[config.mk]
export PLATFORM = sky130hd
export DESIGN_NAME = apb_fifo_reader
export DESIGN_NICKNAME = d
export VERILOG_FILES = /design/src/rtl/apb_fifo_reader.sv
export SDC_FILE = /design/constraint.sdc
export NUM_CORES = 1
export LEC_CHECK = 0
export CORE_MARGIN = 8
export CORE_UTILIZATION = 37
export CTS_BUF_LIST = sky130_fd_sc_hd__clkbuf_16
export CTS_CLUSTER_SIZE = 30
export DETAILED_ROUTE_END_ITERATION = 8
export HOLD_SLACK_MARGIN = 0.12
export PLACE_DENSITY = 0.75
export RECOVER_POWER = 25
export SETUP_SLACK_MARGIN = 0.3
export SYNTH_ARGS = -nofsm -noshare
export SYNTH_HDL_FRONTEND = slang
export SYNTH_SLANG_ARGS = --single-unit
[constraint.sdc]
create_clock -name rclk -period 1.7 [get_ports rclk]
set_clock_uncertainty 0.15 [all_clocks]
set_input_delay 0.34 -clock rclk [delete_from_list [all_inputs] [get_ports rclk]]
set_output_delay 0.34 -clock rclk [all_outputs]
set_load 0.005 [all_outputs]
[src/rtl/apb_fifo_reader.sv]
// rtl/apb_fifo_reader.sv - pops packed commands from the bridge FIFO and runs each as one APB transfer
// Response is held on a valid/ready port until accepted; ACCESS is bounded by an optional timeout.
module apb_fifo_reader #(
  parameter int ADDRW    = 8,
  parameter int DATAW    = 32,
  parameter int DATASIZE = 41,
  parameter int TIMEOUT  = 15
) (
  input  logic                rclk,
  input  logic                rrst,
  input  logic [DATASIZE-1:0] rdata,
  input  logic                rempty,
  output logic                rinc,
  output logic                psel,
  output logic                penable,
  output logic                pwrite,
  output logic [ADDRW-1:0]    paddr,
  output logic [DATAW-1:0]    pwdata,
  input  logic [DATAW-1:0]    prdata,
  input  logic                pready,
  input  logic                pslverr,
  output logic                rsp_valid,
  input  logic                rsp_ready,
  output logic                rsp_write,
  output logic                rsp_err,
  output logic [DATAW-1:0]    rsp_rdata,
  output logic                busy
);

  typedef enum logic [2:0] {
    S_IDLE,
    S_FETCH,
    S_SETUP,
    S_ACCESS,
    S_RESP
  } state_t;

  localparam bit         TO_EN   = (TIMEOUT != 0);
  localparam logic [7:0] TO_LAST = 8'((TIMEOUT == 0) ? 0 : TIMEOUT - 1);

  state_t             state_q, state_d;
  logic               psel_q, psel_d;
  logic               penable_q, penable_d;
  logic               pwrite_q, pwrite_d;
  logic [ADDRW-1:0]   paddr_q, paddr_d;
  logic [DATAW-1:0]   pwdata_q, pwdata_d;
  logic [7:0]         cnt_q, cnt_d;
  logic               rsp_valid_q, rsp_valid_d;
  logic               rsp_write_q, rsp_write_d;
  logic               rsp_err_q, rsp_err_d;
  logic [DATAW-1:0]   rsp_rdata_q, rsp_rdata_d;
  logic               busy_q, busy_d;
  logic               rinc_c;
  logic               timeout_hit;

  assign timeout_hit = TO_EN && (cnt_q == TO_LAST);

  always_comb begin
    state_d     = state_q;
    pwrite_d    = pwrite_q;
    paddr_d     = paddr_q;
    pwdata_d    = pwdata_q;
    cnt_d       = cnt_q;
    rsp_write_d = rsp_write_q;
    rsp_err_d   = rsp_err_q;
    rsp_rdata_d = rsp_rdata_q;
    rinc_c      = 1'b0;

    case (state_q)
      S_IDLE: begin
        // The pop is suppressed during reset so an entry is never lost while the FSM is forced idle.
        if (!rempty && !rrst) begin
          rinc_c  = 1'b1;
        end
        if (!rempty) begin
          state_d = S_FETCH;
        end
      end
      S_FETCH: begin
        pwrite_d = rdata[DATASIZE-1];
        paddr_d  = rdata[DATAW +: ADDRW];
        pwdata_d = rdata[DATAW-1:0];
        state_d  = S_SETUP;
      end
      S_SETUP: begin
        cnt_d   = 8'd0;
        state_d = S_ACCESS;
      end
      S_ACCESS: begin
        if (pready) begin
          rsp_write_d = pwrite_q;
          rsp_err_d   = pslverr;
          rsp_rdata_d = (pwrite_q || pslverr) ? '0 : prdata;
          state_d     = S_RESP;
        end else if (timeout_hit) begin
          rsp_write_d = pwrite_q;
          rsp_err_d   = 1'b1;
          rsp_rdata_d = '0;
          state_d     = S_RESP;
        end else if (cnt_q != 8'hFF) begin
          cnt_d = cnt_q + 8'd1;
        end
      end
      S_RESP: begin
        if (rsp_ready) begin
          state_d = S_IDLE;
        end
      end
      default: state_d = S_IDLE;
    endcase

    // Bus and handshake flags are decoded from the next state so they leave a flop directly.
    psel_d      = (state_d == S_SETUP) || (state_d == S_ACCESS);
    penable_d   = (state_d == S_ACCESS);
    rsp_valid_d = (state_d == S_RESP);
    busy_d      = (state_d != S_IDLE);
  end

  always_ff @(posedge rclk) begin
    if (rrst) begin
      state_q     <= S_IDLE;
      psel_q      <= 1'b0;
      penable_q   <= 1'b0;
      pwrite_q    <= 1'b0;
      paddr_q     <= '0;
      pwdata_q    <= '0;
      cnt_q       <= 8'd0;
      rsp_valid_q <= 1'b0;
      rsp_write_q <= 1'b0;
      rsp_err_q   <= 1'b0;
      rsp_rdata_q <= '0;
      busy_q      <= 1'b0;
    end else begin
      state_q     <= state_d;
      psel_q      <= psel_d;
      penable_q   <= penable_d;
      pwrite_q    <= pwrite_d;
      paddr_q     <= paddr_d;
      pwdata_q    <= pwdata_d;
      cnt_q       <= cnt_d;
      rsp_valid_q <= rsp_valid_d;
      rsp_write_q <= rsp_write_d;
      rsp_err_q   <= rsp_err_d;
      rsp_rdata_q <= rsp_rdata_d;
      busy_q      <= busy_d;
    end
  end

  assign rinc      = rinc_c;
  assign psel      = psel_q;
  assign penable   = penable_q;
  assign pwrite    = pwrite_q;
  assign paddr     = paddr_q;
  assign pwdata    = pwdata_q;
  assign rsp_valid = rsp_valid_q;
  assign rsp_write = rsp_write_q;
  assign rsp_err   = rsp_err_q;
  assign rsp_rdata = rsp_rdata_q;
  assign busy      = busy_q;

endmodule
# Word-level counts from Yosys, hierarchy flattened
# Cells that the tools add are included.
# word_totals
reg_bits	90
inputBits	79
out_inout_bits	80
elab_cells	54
# op_classes
add_sub_neg	1
eq_ne	12
muxes	18
reduce_logical	11
# ops
op	n
two-way mux 32 bit	3
two-way mux 8 bit	3
case mux 8 bit (2 select lines)	1
case mux 3 bit (5 select lines)	1
== test 3 x 2 -> 1 bit, second input constant	4
two-way mux 3 bit	4
adder 8 x 1 -> 8 bit, second input constant	1
== test 8 x 4 -> 1 bit, second input constant	1
inequality test 8 bit, second input constant	1
== test 3 bit, second input constant	2
two-way mux 1 bit	6
inequality test 2 bit, second input constant	3
AND reduction 4 bit	1
nonzero test 2 bit	2
== test 3 x 1 -> 1 bit, second input constant	1
logical NOT 3 bit	1
nonzero test 3 bit	1
logical NOT 1 bit	2
logical OR 1 bit	2
AND reduction 2 bit	1
logical AND 1 bit	1

# Logic depth before layout (Yosys ltp)
# Gate-level depths: netlist of the first run.
# logic_depth
word_depth	6
depth_mapped	7
mapped_depth_nobuf	6

# Worst setup path after synthesis of the first run
# No wires, ideal clock.
# synth_timing
kind	reg-to-reg
from	reg cnt_q[0]
to	reg rsp_rdata_q[10], in the netlist rsp_rdata[10]
setup_time_ns	0.059
arrival_time_ns	1.488
t_required_ns	1.491
slack_ns	0.003
stages_incl_launch_ff	8
path_cell_list	dfxtp_1 -> inv_1 -> ha_1 -> and4b_4 -> a21o_4 -> a21oi_4 -> buf_6 -> a22o_1
# synth_between
elab_chain_cells	3
# synth_rtl
element	line	text
from (decl)	47	logic [7:0] cnt_q, cnt_d;
from (signal assigned)	140	cnt_q <= cnt_d;
== test 8 x 4 -> 1 bit	56	assign timeout_hit = TO_EN && (cnt_q == TO_LAST);
nonzero test 2 bit (no line)	-	
AND reduction 2 bit (no line)	-	
to (signal assigned)	144	rsp_rdata_q <= rsp_rdata_d;
to (decl)	51	logic [DATAW-1:0] rsp_rdata_q, rsp_rdata_d;
# No other way between the ends.
# A chain may end at the register's enable or synchronous reset.

# Worst setup path in the final report of the first run
# layout_timing
from	reg cnt_q[0]
to	reg rsp_rdata_q[15], in the netlist rsp_rdata[15]
# The elaborated chain is that of the path after synthesis.

==> flow_summary.json, run 1 <==
{
  "slew_violations": 0,
  "nNetsFinal": 629,
  "via_per_inst": 5.30,
  "synth_compound_area_frac": 0.202,
  "final_cells": 661,
  "grt_setup_unrepaired": "yes",
  "min_period_ps": 1740,
  "place.gp.congestion": 0.844,
  "place_area_sq_um": 5160,
  "io_pins": 159,
  "cp_data_arrival_time_ps": 1860,
  "vias": 3500,
  "hold_viol": 0,
  "drc": 0,
  "drtIter0Drc": 168,
  "areaGrowthSynthToFinish_pct": 87.4,
  "antenna_found_initial": 0,
  "worst_pin_slew_ps": 472,
  "timing.hold.ws_ps": 255,
  "root_buffer": "clkbuf_16",
  "max_slew_margin": 0.684,
  "synth_xor_area_frac": 0,
  "cp.required_ps": 1820,
  "cp-end-kind": "register",
  "violations": "setup timing",
  "grt_usage": 0.176,
  "final_area_sq_um": 6230,
  "grt_overflow": 0,
  "status": "finished with violations",
  "start_kind": "register",
  "postRouteAntennaNets": 0,
  "synthSimpleGateAreaFrac": 0.199,
  "grt_max_degree": 42,
  "ys_warn_count": 0,
  "path_clk_slew_ps": 70,
  "post-route-period-util": 1.02,
  "synthArstFlopShare": 0,
  "path_class": "register to register",
  "cts.sinks": 90,
  "cts_buffer_depth": 2,
  "wl_per_cell_um": 20.0,
  "ir_drop_mv": 0.548,
  "synth_edf_count": 0,
  "synth_mux_area_frac": 0.00904,
  "die-height_um": 111,
  "ys_seq_elements": 90,
  "grt_pass1_vias": 3465,
  "first_pass_iters": 4,
  "n_antenna_cell": 0,
  "holdBufCountCts": 0,
  "clkLatencyLatePin_ps": 330,
  "ys_seq_area_frac": 0.542,
  "detailed_place_hpwl_um": 7440,
  "setup_viol": 34,
  "crit_path_max_fanout": 32,
  "htreeDepth": 3,
  "syn_nets": 432,
  "place_inst": 618,
  "cap_violations": 0,
  "syn-cell-area_sq_um": 3320,
  "grt_pass1_wl_um": 17900,
  "synth_cell_types": 44,
  "worst_slack_ps": -40.9,
  "numCtsBuffers": 9,
  "core_area_sq_um": 8720,
  "start_util": 0.381,
  "hold_path.class": "input pin to register",
  "synthCells": 351,
  "clock.fmax_mhz": 574,
  "drt_wl_total_um": 13200,
  "die_area_sq_um": 12300,
  "synth_fa_ha_area_frac": 0.00753,
  "p_leak_nw": 2.48,
  "synth_area_per_cell_sq_um": 9.47,
  "portBuffers": 158,
  "cts_tree": "built",
  "die_w_um": 111,
  "synth_top_flop_cell": "dfxtp_1",
  "rows": 34,
  "synth_top_family_by_area": "compound AO/OA/AOI/OAI gates",
  "p_per_area_nw_per_um2": 851,
  "drive_gt1_frac": 0.389
}
[report_power, final]
group	leakage, nW	internal [mW]	switching [mW]
combinational	1.60	0.554	0.520
clock	0.133	1.13	0.837
sequential	0.740	2.20	0.0552
[flip-flops by register name (all words and copies together), names as in the netlist]
name	count
state_q	3
rsp_valid	1
pwdata	32
rsp_rdata	32
penable	1
busy	1
rsp_write	1
psel	1
pwrite	1
cnt_q	8
rsp_err	1
paddr	8
[cell type report]
type / instances / area, sq um
Fill cell: 610 / 2490
Multi-Input combinational cell: 236 / 2000
Timing Repair Buffer: 208 / 1950
Sequential cell: 90 / 1830
Clock buffer: 9 / 225
Tap cell: 108 / 135
Clock inverter: 7 / 68.8
Inverter: 3 / 13.8
[per-stage QoR]
stage                     utilization  TNS (ps)  total power, mW  setup slack (ps)
after floorplan                     -         0             2.56              91.3
after global placement          0.591     -9670             3.00              -330
after detailed placement        0.591    -10650             3.01              -337
after CTS                       0.657         0             5.02              2.84
after global routing            0.714     -2610             5.48             -92.8
final                           0.714      -924             5.30             -40.9
[layout by cell type (no fill, tap or decap), types with 3 or more instances in the layout]
cell             instances
clkdlybuf4s50_1         75
dfxtp_1                 70
nand2_1                 47
nand2_4                 35
a21oi_2                 35
clkdlybuf4s15_1         35
clkbuf_1                33
a22o_1                  32
buf_4                   25
dfxtp_2                 17
clkbuf_16               14
nand2_2                 12
buf_6                    9
a21oi_1                  8
clkbuf_2                 8
buf_12                   7
or3_1                    5
nand3_1                  4
buf_2                    4
nor2_1                   3
nor2_2                   3
nand2b_1                 3
nor4_4                   3
nand4_1                  3
mux2i_1                  3
clkinvlp_4               3
dfxtp_4                  3
[layer usage]
metal / routed length [um] / global-route usage
met1: 5430 / 0.197
met2: 6440 / 0.293
met3: 930 / 0.0709
met4: 399 / 0.0703
met5: 0 / 0
[cells by family (layout without fill, tap and decap cells)]
group / Yosys count / after routing
compound gates: 95 / 95
mux: 3 / 3
buf+inv: 25 / 227
flops: 90 / 90
simple gates: 136 / 136
fa+ha+maj: 2 / 2
[final timing paths]
check,startpoint,to,cells past startpoint,slack [ps]
setup / recovery,cnt_q[0],rsp_rdata[15],7,-40
hold / removal,rrst,busy,3,260
setup reg to reg,cnt_q[0],rsp_rdata[15],7,-40
hold reg to reg,pwdata[29],pwdata[29],2,310
[worst max-delay path: stages, from the launching register on]
cell     delay (ps)
dfxtp_2         340
inv_2            50
ha_4            150
and4b_4         210
a21o_4          260
a21oi_4         160
buf_12          200
a22o_1          160
[timing repair]
item / 4_1_cts / 5_1_grt
gates resized for setup: 194 / 201
pin swaps: 7 / 76
cloned: 3 / 7
endpoints found under the setup margin: 167 / 151
buffers inserted: 10 / 7
[cells in the mapped netlist (2+ instances only)]
library cell  instances  area [sq um]
nand2_1              92           345
dfxtp_1              90          1800
a21oi_1              43           215
a22o_1               32           280
buf_2                 9          45.0
nor2_1                8          30.0
clkbuf_1              6          22.5
or3_1                 6          37.5
nand3_1               5          25.0
buf_6                 4          45.0
a31oi_1               3          18.8
and2_1                3          18.8
and3_1                3          18.8
buf_1                 3          11.3
inv_1                 3          11.3
mux2i_1               3          30.0
nand2b_1              3          18.8
nand4_1               3          18.8
o21ai_0               3          15.0
a221oi_1              2          17.5
ha_1                  2          25.0
nor4_2                2          25.0
o311ai_0              2          17.5
Power figures use the tool's default switching activity.
==> run 2: changes to the inputs <==
--- a/config.mk
+++ b/config.mk
@@ -6,12 +6,12 @@
 export NUM_CORES = 1
 export LEC_CHECK = 0
 export CORE_MARGIN = 8
-export CORE_UTILIZATION = 37
+export CORE_UTILIZATION = 44
 export CTS_BUF_LIST = sky130_fd_sc_hd__clkbuf_16
 export CTS_CLUSTER_SIZE = 30
 export DETAILED_ROUTE_END_ITERATION = 8
 export HOLD_SLACK_MARGIN = 0.12
-export PLACE_DENSITY = 0.75
+export PLACE_DENSITY = 0.84
 export RECOVER_POWER = 25
 export SETUP_SLACK_MARGIN = 0.3
 export SYNTH_ARGS = -nofsm -noshare
==> constraint.sdc (replaced) <==
create_clock -name rclk -period 2.1 [get_ports rclk]
set_clock_uncertainty 0.15 [all_clocks]
set_input_delay 0.42 -clock rclk [delete_from_list [all_inputs] [get_ports rclk]]
set_output_delay 0.42 -clock rclk [all_outputs]
set_load 0.005 [all_outputs]
==> flow_summary.json, run 2 (synthesis results as in run 1) <==
{
  "wl_per_cell_um": 19.1,
  "timing.hold.ws_ps": 303,
  "portBuffers": 158,
  "die-height_um": 103,
  "rows": 31,
  "detailed_place_hpwl_um": 7750,
  "crit_path_max_fanout": 8,
  "p_per_area_nw_per_um2": 714,
  "ir_drop_mv": 0.489,
  "cp-end-kind": "register",
  "cp.required_ps": 2210,
  "holdBufCountCts": 0,
  "hold_viol": 0,
  "areaGrowthSynthToFinish_pct": 63.6,
  "path_class": "register to register",
  "max_slew_margin": 0.603,
  "grt_usage": 0.214,
  "drtIter0Drc": 100,
  "drc": 0,
  "min_period_ps": 1890,
  "start_kind": "register",
  "final_util": 0.746,
  "numCtsBuffers": 9,
  "cts_buffer_depth": 2,
  "cts.sinks": 90,
  "drive_gt1_frac": 0.108,
  "die_area_sq_um": 10600,
  "via_per_inst": 5.21,
  "status": "finished, final reports clean",
  "grt_overflow": 0,
  "root_buffer": "clkbuf_16",
  "final_cell_mix": "clkdlybuf4s50_1 (132), nand2_1 (91), dfxtp_1 (88)",
  "p_leak_nw": 1.99,
  "grt_pass1_vias": 3347,
  "core_area_sq_um": 7290,
  "clkLatencyLatePin_ps": 330,
  "crit_chain": "inv_2, ha_4, and4b_1, a21o_4, a21oi_4, buf_4, buf_12, a22o_1",
  "die_w_um": 103,
  "n_antenna_cell": 0,
  "power.total_mw": 3.88,
  "slowest_stage": "dfxtp_1",
  "slew_violations": 0,
  "mostFrequentLayoutCell": "clkdlybuf4s50_1",
  "setup_viol": 0,
  "grt_max_degree": 57,
  "critPathMaxStageDelay_ps": 350,
  "first_pass_iters": 6,
  "cp_data_arrival_time_ps": 2000,
  "drt_wl_total_um": 11800,
  "place.gp.congestion": 0.836,
  "grt_pass1_wl_um": 17500,
  "io_pins": 159,
  "htreeDepth": 3,
  "hold_path.class": "register to register",
  "path_clk_slew_ps": 60,
  "start_util": 0.456,
  "postRouteAntennaNets": 0,
  "grt_setup_unrepaired": "yes",
  "clock.fmax_mhz": 530,
  "antenna_found_initial": 0,
  "cts_tree": "built",
  "vias": 3225,
  "cap_violations": 0,
  "worst_pin_slew_ps": 594,
  "nNetsFinal": 596,
  "post-route-period-util": 0.899
}
==> run 2: path summary, 6_finish.rpt <==
path,to,cells after the start,slack (ps),from
setup / recovery,rsp_rdata[20],8,210,cnt_q[0]
hold / removal,pwdata[15],2,300,pwdata[15]
setup reg to reg,rsp_rdata[20],8,210,cnt_q[0]
hold reg to reg,pwdata[15],2,300,pwdata[15]
==> run 2: per-layer routing <==
layer	wire, um	track usage	vias to the layer above
met5	0	0	-
met4	283	0.0623	0
met3	1250	0.0945	22
met2	5790	0.383	131
met1	4500	0.219	1512
li1	-	-	1560
==> run 2: stage by stage <==
stage | setup slack [ps] | setup TNS, ps | instance area [sq um] | cells
floorplan | 403 | 0 | 3320 | 351
global placement | -141 | -141 | 4990 | 592
detailed placement | -139 | -139 | 4990 | 592
CTS | 299 | 0 | 5390 | 617
global route | 130 | 0 | 5440 | 619
finish | 212 | 0 | 5440 | 619
==> run 2: layout make-up <==
cell class | count | area (sq um)
fillers | 527 | 1850
clock buffers | 9 | 225
multi-input cells | 236 | 1430
flip-flops and latches | 90 | 1800
inverters | 3 | 11.3
well taps | 99 | 124
repair buffers | 175 | 1800
clock inverters | 7 | 46.3
==> run 2: repair_timing <==
item | 4_1_cts | 5_1_grt
resized for setup | 18 | 30
pin swaps | 6 | 7
gates cloned | 2 | 1
setup buffers | 7 | 1
setup endpoints to repair | 40 | 60
==> run 2: power by group <==
part / internal, mW / switching, mW
clock network: 0.800 / 0.663
registers: 1.78 / 0.0378
logic: 0.344 / 0.258
==> run 2: worst max-delay path, delay by kind of cell, from the launching register on <==
family,cells,cell delay (ps)
AO/OA/AOI/OAI,3,610
flip-flops,1,350
buffers and inverters,3,330
AND/OR/NAND/NOR,1,220
adder cells (fa/ha/maj),1,150
==> run 3: changes to the inputs <==
--- a/config.mk
+++ b/config.mk
@@ -5,13 +5,14 @@
 export SDC_FILE = /design/constraint.sdc
 export NUM_CORES = 1
 export LEC_CHECK = 0
+export ABC_AREA = 1
 export CORE_MARGIN = 8
 export CORE_UTILIZATION = 44
 export CTS_BUF_LIST = sky130_fd_sc_hd__clkbuf_16
 export CTS_CLUSTER_SIZE = 30
 export DETAILED_ROUTE_END_ITERATION = 8
 export HOLD_SLACK_MARGIN = 0.12
-export PLACE_DENSITY = 0.84
+export PLACE_DENSITY = 0.83
 export RECOVER_POWER = 25
 export SETUP_SLACK_MARGIN = 0.3
 export SYNTH_ARGS = -nofsm -noshare
==> flow_summary.json, run 3 <==
{
  "status": "finished, final reports clean",
  "min_period_ps": 1780,
  "ys_seq_elements": 90,
  "worst_pin_slew_ps": 437,
  "numCtsBuffers": 9,
  "cp.required_ps": 1530,
  "grt_max_degree": 43,
  "die_w_um": 104,
  "ys_seq_area_frac": 0.527,
  "place_area_sq_um": 5090,
  "cp_data_arrival_time_ps": 1210,
  "rows": 32,
  "rr_endpoint": "busy",
  "io_pins": 159,
  "synth_most_common_cell": "nor2_1",
  "drc": 0,
  "synthTopCellsByCount": "nor2_1 (111), nand2_1 (103), dfxtp_1 (90)",
  "syn-cell-area_sq_um": 3420,
  "crit_chain": "clkdlybuf4s50_1",
  "mostFrequentLayoutCell": "clkdlybuf4s50_1",
  "use_met3": 0.0880,
  "comb_power_share": 0.163,
  "die-height_um": 104,
  "p_per_area_nw_per_um2": 769,
  "setup_tns_ps": 0,
  "cp-end-kind": "primary output",
  "postRouteAntennaNets": 0,
  "core_area_sq_um": 7610,
  "power.total_mw": 4.16,
  "areaGrowthSynthToFinish_pct": 58.0,
  "synth_top_flop_cell": "dfxtp_1",
  "drt_wl_total_um": 10200,
  "swShare": 0.246,
  "via_per_inst": 4.84,
  "path_clk_slew_ps": 70,
  "grt_usage": 0.183,
  "grt_overflow": 0,
  "clkLatencyLatePin_ps": 340,
  "crit_family": "buffers and inverters",
  "vias": 3480,
  "cts_buffer_depth": 2,
  "yosys.area.top_type_share": 0.527,
  "grt_setup_unrepaired": "no",
  "max_slew_margin": 0.708,
  "crit_buf_inv": 1,
  "p_leak_nw": 2.09,
  "slew_violations": 0,
  "ys_warn_count": 0,
  "antenna_found_initial": 0,
  "r2r_slack_ps": 350,
  "cap_violations": 0,
  "start_kind": "register",
  "place.gp.congestion": 0.852,
  "ir_drop_mv": 0.518,
  "path_class": "register to primary output",
  "synthCells": 459,
  "r2r-start": "cnt_q[0]",
  "synthArstFlopShare": 0,
  "grt.met2_usage": 0.305,
  "final_cell_mix": "clkdlybuf4s50_1 (144), nor2_1 (108), nand2_1 (103)",
  "grt_pass1_vias": 3490,
  "critPathMaxStageDelay_ps": 540,
  "power.switching_mw": 1.02,
  "timing.hold.ws_ps": 309,
  "cts.sinks": 90,
  "grtUsageMet1": 0.197,
  "synthTopCellsByArea": "dfxtp_1 (53%), nor2_1 (12%), nand2_1 (11%)",
  "drtIter0Drc": 131,
  "die_area_sq_um": 10800,
  "p_clk_frac": 0.383,
  "hold_viol": 0,
  "hold_depth": 2,
  "root_buffer": "clkbuf_16",
  "crit_path_max_fanout": 2,
  "grt_busiest_layer": "met2",
  "hold_path.class": "register to register",
  "portBuffers": 158,
  "min_from": "rsp_rdata[15]",
  "p_int_mw": 3.13,
  "synth_edf_count": 0,
  "syn_nets": 540,
  "detailed_place_hpwl_um": 7490,
  "wl_per_cell_um": 14.2,
  "htreeDepth": 3,
  "clock.fmax_mhz": 562,
  "nNetsFinal": 693,
  "drive_gt1_frac": 0.0616,
  "post-route-period-util": 0.847,
  "setup_viol": 0,
  "start_util": 0.449,
  "fillCellCount": 601,
  "final_area_sq_um": 5400,
  "r2r_cells": 9,
  "p_seq_frac": 0.454,
  "synth_cell_types": 22,
  "n_antenna_cell": 0,
  "hold-path-endpoint": "rsp_rdata[15]",
  "yosys.area.top_type": "dfxtp_1",
  "post-cts-setup-buffers": 0,
  "first_pass_iters": 6,
  "slowest_stage": "clkdlybuf4s50_1",
  "synth_area_per_cell_sq_um": 7.44,
  "cts_tree": "built",
  "grt_pass1_wl_um": 16700
}
## run 3: cell types whose count changed in the layout (fill, tap and decap cells not counted), sizes merged, moves of 12 or more
cell / before / now
nand2: 94 / 106
nor2: 8 / 112
o21ai: 3 / 44
a22o: 32 / 0
inv: 5 / 22
clkdlybuf4s50: 132 / 144
## run 3: through the flow
step,worst slack [ps],utilization,cells
after floorplan,525,-,459
after global placement,-110,0.670,703
after detailed placement,-86.7,0.670,703
after CTS,308,0.708,719
after global routing,193,0.710,719
final,322,0.710,719
## run 3: power by group through the flow
stage / logic (mW) / registers [mW] / clock network [mW]
final: 0.678 / 1.89 / 1.59
after global routing: 0.749 / 1.90 / 1.69
after CTS: 0.688 / 1.89 / 1.61
after detailed placement: 0.685 / 1.92 / 0
after global placement: 0.675 / 1.92 / 0
after floorplan: 0.228 / 1.93 / 0
## run 3: layout make-up
class	instances	area, sq um	area share
Tap cell	102	128	0.0236
Sequential cell	90	1810	0.334
Clock inverter	7	70.1	0.0130
Timing Repair Buffer	169	1680	0.312
Multi-Input combinational cell	324	1420	0.263
Inverter	18	67.6	0.0125
Clock buffer	9	225	0.0417
## run 3: routing by layer
layer / routed length [um] / up-vias / share of wire
li1: - / 1760 / -
met1: 4070 / 1595 / 0.40
met2: 4830 / 115 / 0.47
met3: 1120 / 10 / 0.11
met4: 155 / 0 / 0.015
met5: 0 / - / 0
## run 3: worst reg2reg max path, delay by kind of cell, from the launching register on
family / cells / cell delay, ps
and+or+nand+nor: 6 / 630
adders and majority gates: 1 / 150
AOI/OAI and AO/OA: 1 / 250
buffers and inverters: 1 / 110
DFF: 1 / 350
## run 3: worst max-delay path by stage
stage | slack [ps] | cells after the start | start | endpoint
2_1_floorplan | 520 | 3 | rrst | rinc
3_3_place_gp | -110 | 5 | rempty | rinc
5_1_grt | 190 | 9 | cnt_q[0] | busy
3_5_place_dp | -90 | 5 | rempty | rinc
6_report | 320 | 1 | rsp_rdata[30] | rsp_rdata[30]
4_1_cts | 310 | 5 | rempty | rinc
## run 3: what timing repair did
item / CTS / global route
setup endpoints to repair: 2 / 54
hold buffers: 0 / 0
pin swaps: 0 / 2
resized for setup: 5 / 26
## run 3: logic make-up (layout without fill, tap and decap cells)
kind of cell / after synthesis / after routing / share of synthesized area
AO/OA/AOI/OAI: 90 / 90 / 0.136
adder cells (fa/ha/maj): 2 / 2 / 0.00732
AND/OR/NAND/NOR: 231 / 231 / 0.265
XOR/XNOR: 1 / 1 / 0.00256
flip-flops: 90 / 90 / 0.527
buffers and inverters: 45 / 203 / 0.0615
